<file path="config.mk">
export PLATFORM = sky130hd
export DESIGN_NAME = cic_comp_fir_flat
export DESIGN_NICKNAME = d
export VERILOG_FILES = /design/src/rtl/cic_comp_fir_pkg.sv /design/src/rtl/cic_comp_fir_if.sv /design/src/rtl/cic_comp_fir_coef_rom.sv /design/src/rtl/cic_comp_fir.sv /design/src/flat_wrapper.sv
export SDC_FILE = /design/constraint.sdc
export NUM_CORES = 1
export LEC_CHECK = 0
export CORE_UTILIZATION = 60
export CTS_BUF_LIST = sky130_fd_sc_hd__clkbuf_8 sky130_fd_sc_hd__clkbuf_16
export DETAILED_ROUTE_END_ITERATION = 16
export HOLD_SLACK_MARGIN = 0.15
export PLACE_DENSITY = 0.88
export SLEW_MARGIN = 10
export SYNTH_ARGS = -nofsm -noshare
export SYNTH_HDL_FRONTEND = slang
export SYNTH_SLANG_ARGS = --single-unit
</file>
<file path="constraint.sdc">
create_clock -name clk -period 10.3 [get_ports clk]
set_input_delay 2.06 -clock clk [delete_from_list [all_inputs] [get_ports clk]]
set_output_delay 2.06 -clock clk [all_outputs]
set_load 0.01 [all_outputs]
</file>
<file path="src/rtl/cic_comp_fir_pkg.sv">
// cic_comp_fir_pkg: widths, compensation coefficients, state encoding and output scaling (CIC_COMP_SAT_EN selects saturate vs wrap)
package cic_comp_pkg;
  localparam int TAPS = 15;
  localparam int IN_W = 8;
  localparam int COEF_W = 12;
  localparam int OUT_W = 8;
  localparam int ACC_W = 24;
  localparam int SHIFT = 11;
  localparam int PTR_W = $clog2(TAPS);
  typedef enum logic [1:0] {IDLE, MAC, OUT} state_t;
  typedef logic signed [COEF_W-1:0] coef_t;
  localparam coef_t COMP_COEF [TAPS] = '{
    -12'sd4, -12'sd10, 12'sd14, 12'sd30, -12'sd60, -12'sd100, 12'sd170, 12'sd1968,
    12'sd170, -12'sd100, -12'sd60, 12'sd30, 12'sd14, -12'sd10, -12'sd4
  };
  localparam logic signed [ACC_W-1:0] SMAX = ACC_W'((2 ** (OUT_W - 1)) - 1);
  localparam logic signed [ACC_W-1:0] SMIN = ACC_W'(-(2 ** (OUT_W - 1)));
  function automatic logic signed [OUT_W-1:0] scale(input logic signed [ACC_W-1:0] a);
`ifdef CIC_COMP_SAT_EN
    logic signed [ACC_W-1:0] s;
    s = a >>> SHIFT;
    return s > SMAX ? OUT_W'(SMAX) : s < SMIN ? OUT_W'(SMIN) : OUT_W'(s);
`else
    return OUT_W'(a >>> SHIFT);
`endif
  endfunction
endpackage

</file>
<file path="src/rtl/cic_comp_fir_if.sv">
// cic_comp_fir_if: sample-in / filtered-out bundle between the CIC stage and the compensation filter
interface cic_comp_fir_if;
  import cic_comp_pkg::*;
  logic signed [IN_W-1:0] d_in;
  logic d_clk;
  logic signed [OUT_W-1:0] d_out;
  logic d_valid;
  logic busy;
  logic overrun;
  modport master (output d_in, d_clk, input d_out, d_valid, busy, overrun);
  modport slave (input d_in, d_clk, output d_out, d_valid, busy, overrun);
endinterface

</file>
<file path="src/rtl/cic_comp_fir_coef_rom.sv">
// cic_comp_coef_rom: combinational coefficient lookup, so the MAC reads its tap in the same cycle and latency stays TAPS+2
module cic_comp_coef_rom
  import cic_comp_pkg::*;
(
  input  logic [PTR_W-1:0] i_idx,
  output coef_t            o_coef
);
  assign o_coef = COMP_COEF[i_idx];
endmodule

</file>
<file path="src/rtl/cic_comp_fir.sv">
// cic_comp_fir: serial-MAC CIC droop compensation FIR; combinational coef ROM, latency TAPS+2; CIC_COMP_SAT_EN saturates output instead of wrapping
module cic_comp_fir
  import cic_comp_pkg::*;
(
  input logic     clk,
  input logic     rst,
  cic_comp_fir_if.slave bus
);
  logic                    r_d_clk_q;
  logic signed [IN_W-1:0]  r_buf [TAPS];
  logic [PTR_W-1:0]        r_wr;
  logic [PTR_W-1:0]        r_rd;
  logic [PTR_W-1:0]        r_k;
  logic signed [ACC_W-1:0] r_acc;
  state_t                  r_state;
  logic signed [OUT_W-1:0] r_d_out;
  logic                    r_d_valid;
  logic                    r_busy;
  logic                    r_overrun;
  logic                    w_new;
  coef_t                   w_coef;
  logic signed [ACC_W-1:0] w_prod;
  assign w_new = bus.d_clk & ~r_d_clk_q;
  assign w_prod = ACC_W'(r_buf[r_rd]) * ACC_W'(w_coef);
  cic_comp_coef_rom u_rom (.i_idx(r_k), .o_coef(w_coef));
  // capture on d_clk rise when idle, walk taps newest-to-oldest, then emit scaled result
  always_ff @(posedge clk) begin
    if (rst) begin
      r_d_clk_q <= 1'b0;
      r_buf     <= '{default: '0};
      r_wr      <= '0;
      r_rd      <= '0;
      r_k       <= '0;
      r_acc     <= '0;
      r_state   <= IDLE;
      r_d_out   <= '0;
      r_d_valid <= 1'b0;
      r_busy    <= 1'b0;
      r_overrun <= 1'b0;
    end else begin
      r_d_clk_q <= bus.d_clk;
      r_d_valid <= 1'b0;
      if (w_new && r_state != IDLE) r_overrun <= 1'b1;
      case (r_state)
        IDLE: if (w_new) begin
          r_buf[r_wr] <= bus.d_in;
          r_rd        <= r_wr;
          r_wr        <= r_wr == PTR_W'(TAPS - 1) ? '0 : r_wr + 1'b1;
          r_k         <= '0;
          r_acc       <= '0;
          r_busy      <= 1'b1;
          r_state     <= MAC;
        end
        MAC: begin
          r_acc <= r_acc + w_prod;
          r_rd  <= r_rd == '0 ? PTR_W'(TAPS - 1) : r_rd - 1'b1;
          r_k   <= r_k + 1'b1;
          if (r_k == PTR_W'(TAPS - 1)) begin
            r_busy  <= 1'b0;
            r_state <= OUT;
          end
        end
        OUT: begin
          r_d_out   <= scale(r_acc);
          r_d_valid <= 1'b1;
          r_state   <= IDLE;
        end
        default: r_state <= IDLE;
      endcase
    end
  end
  assign bus.d_out   = r_d_out;
  assign bus.d_valid = r_d_valid;
  assign bus.busy    = r_busy;
  assign bus.overrun = r_overrun;
endmodule

</file>
<file path="src/flat_wrapper.sv">
// flat-port wrapper written by rule: the top's interface ports become plain ports
module cic_comp_fir_flat import cic_comp_pkg::*;
  (clk, rst, bus_d_in, bus_d_clk, bus_d_out, bus_d_valid, bus_busy, bus_overrun);
  cic_comp_fir_if bus_i ();
  input logic clk;
  input logic rst;
  input wire logic [$bits(bus_i.d_in)-1:0] bus_d_in;
  input wire logic [$bits(bus_i.d_clk)-1:0] bus_d_clk;
  output wire logic [$bits(bus_i.d_out)-1:0] bus_d_out;
  output wire logic [$bits(bus_i.d_valid)-1:0] bus_d_valid;
  output wire logic [$bits(bus_i.busy)-1:0] bus_busy;
  output wire logic [$bits(bus_i.overrun)-1:0] bus_overrun;
  assign bus_i.d_in = bus_d_in;
  assign bus_i.d_clk = bus_d_clk;
  assign bus_d_out = bus_i.d_out;
  assign bus_d_valid = bus_i.d_valid;
  assign bus_busy = bus_i.busy;
  assign bus_overrun = bus_i.overrun;
  cic_comp_fir u_core (.clk(clk), .rst(rst), .bus(bus_i));
endmodule
</file>
==> flow_summary.yaml <==
final_layout:
  drive_above_1_share: 0.0700
  post-route-util: 0.662
  final_nets: 1356
  area_growth_pct: 8.09
  num_antenna_cells: 0
logic_synthesis:
  ys.flop_type: "dfxtp_1"
  async_reset_ff_frac: 0
  yosys.area.top_type: "dfxtp_1"
  ys_ff_latch: 164
  synth_area_leaders: "dfxtp_1, fa_1, mux2i_1"
  synth_commonest_cells: "dfxtp_1, nand2_1, nor2_1"
  yosys_warnings: 0
  synth_nets: 1374
  syn_inst: 1233
  synth_edf_count: 0
  yosysUniqueCellTypes: 58
  yosysMostFrequentCell: "dfxtp_1"
  yosysSeqAreaShare: 0.298
  netlist_area_um2: 11000
  yosys.area.top_type_share: 0.298
  synth_area_per_cell_um2: 8.93
timing:
  fin_setup_tns_ns: 0
  relSlewSlack: 0.128
  timing.final.crit_share: 0.764
  setup-violations-final: 0
  fmax_mhz: 127
  hold_viol_final: 0
  fin_skew_ns: 0.0130
  slew_violations: 0
  fin_crit_ns: 7.86
  worst_pin_slew_ns: 1.31
  rsz0062_at_grt: "false"
floorplanning:
  io_pins: 22
  coreArea_um2: 18000
  start_util: 0.613
  die_w_um: 137
  die_area_um2: 18900
  num_rows: 49
  die_height_um: 137
routing:
  wl_um: 28300
  via_per_inst: 6.26
  wl_per_cell_um: 19.5
  first_pass_iters: 6
  drcViolationCount: 0
  postRouteAntennaNets: 0
  via_count: 9114
  drtIter0Drc: 1103
global_route:
  antenna_found_initial: 1
  grt_pass1_wl_um: 44900
  overflow: 0
  grt_pass1_vias: 8930
  grt_use_total: 0.312
  grt_max_degree: 98
placed_design:
  dpl.hpwl_um: 19500
  place_congestion: 0.922
  portBuffers: 21
run_status:
  status: "complete, no violations"
clocking:
  cts_tree: "built"
  clock-sinks: 164
  insertion_delay_ns: 0.45
  cts_buffer_depth: 2
  path_clk_slew_ns: 0.07
  clockRootBuffer: "clkbuf_16"
  htreeDepth: 4
  postCtsHoldBufs: 0
  cts_setup_buffers: 0
  cts_resized: 0
  numCtsBuffers: 17
power_and_ir_drop:
  ir_drop_mv: 0.121
  power.density_nw_per_um2: 161
  power_leakage_uw: 0.00508
critical_path:
  path_max_fanout: 35
  crit_required_ns: 10.64
  crit-reg2reg-launch: "u_core.r_rd[1]"
  r2r_slack_ns: 2.44
  arrival_ns: 8.20
  reg2reg_to: "u_core.r_acc[18]"
  critPathKind: "reg -> reg"
  critPathLaunchType: "register"
  r2r_cells: 24
  endpoint_kind: "register"
hold_path:
  hold_end: "u_core.r_buf[92]"
  hold_class: "reg -> reg"
  worstHoldStart: "u_core.r_buf[92]"
  min_delay_path_depth: 2
job:
  maxCapViolations: 0
cells by family after synthesis:
| group | after synthesis | share of synthesized area |
|---|---|---|
| AOI/OAI and AO/OA | 198 | 0.108 |
| xor gates and xnor gates | 31 | 0.0259 |
| adders and majority gates | 130 | 0.195 |
| buffers and inverters | 184 | 0.0651 |
| DFF | 164 | 0.298 |
| muxes | 112 | 0.136 |
| and+or+nand+nor | 414 | 0.171 |
sequential cells by signal (all words and copies together), names as in the netlist, 2 cells and up:
name              count
u_core.r_buf        120
u_core.r_acc         18
u_core.bus.d_out      8
u_core.r_k            4
u_core.r_rd           4
u_core.r_wr           4
u_core.r_state        2
power breakdown:
group          internal, µW  leakage, µW  switching (µW)
clock                   330     0.000292             322
sequential              651      0.00133            36.3
combinational           247      0.00346             334
layer usage:
| layer | wire [µm] | track usage | vias to the layer above | share of wire |
|---|---|---|---|---|
| met3 | 3010 | 0.0879 | 118 | 0.11 |
| met4 | 1120 | 0.155 | 2 | 0.039 |
| met5 | 8 | 0 | - | 0.00028 |
| met1 | 10800 | 0.386 | 4372 | 0.38 |
| met2 | 13400 | 0.500 | 517 | 0.47 |
| li1 | - | - | 4105 | - |
per-stage QoR:
step | hold slack, ns | power [µW] | cells | cell area (µm²) | worst slack, ns
CTS | 0.451 | 1920 | 1457 | 11900 | 2.54
floorplan | 0.429 | 1140 | 1233 | 11000 | 3.16
global placement | 0.436 | 1250 | 1425 | 11300 | 2.87
finish | 0.451 | 1920 | 1457 | 11900 | 2.44
global route | 0.467 | 2020 | 1457 | 11900 | 2.07
detailed placement | 0.444 | 1270 | 1425 | 11300 | 2.63
final cells by class:
type,instances,area (µm²)
inverter,118,443
clock inverter,15,180
tap,229,287
clock buffer,17,425
fill,1293,6060
sequential,164,3290
timing repair buffer,29,268
multi-input combinational,885,7010
how the worst max path moves through the flow:
stage	startpoint	endpoint	slack [ns]	cells after the start
CTS	u_core.r_rd[1]	u_core.r_acc[18]	2.54	24
finish	u_core.r_rd[1]	u_core.r_acc[18]	2.44	24
global placement	u_core.r_rd[0]	u_core.r_acc[18]	2.87	22
floorplan	u_core.r_rd[1]	u_core.r_acc[18]	3.16	25
detailed placement	u_core.r_rd[1]	u_core.r_acc[18]	2.63	24
global route	u_core.r_rd[0]	u_core.r_acc[18]	2.07	28
critical path, stage by stage (launching register included):
cell       delay, ns
dfxtp_2         0.99
nor2b_1         0.39
nand2_1         0.17
o21ai_0         0.11
mux4_2          0.59
inv_2           0.16
nor2_1          0.09
fa_1            0.54
fa_1            0.53
fa_1            0.56
inv_1           0.06
fa_1            0.54
inv_1           0.05
ha_1            0.35
nor3_1          0.24
nor2_1          0.09
a2111oi_0       0.62
o41ai_1         0.24
xor2_1          0.18
ha_1            0.35
or3_1           0.31
o21ai_0         0.09
a21oi_1         0.06
xnor3_1         0.36
o21ai_1         0.05
layout by cell type (no fill, tap or decap), drive strengths merged, types with 20 or more instances in the layout:
master         instances
nor2                 126
mux4                  30
nor2b                 26
nand2                132
ha                    60
mux2i                 80
nand3                 58
and2                  20
fa                    70
dfxtp                164
a21oi                105
inv                  127
clkdlybuf4s50         20
o21ai                 32
(Power assumes the default switching activity.)
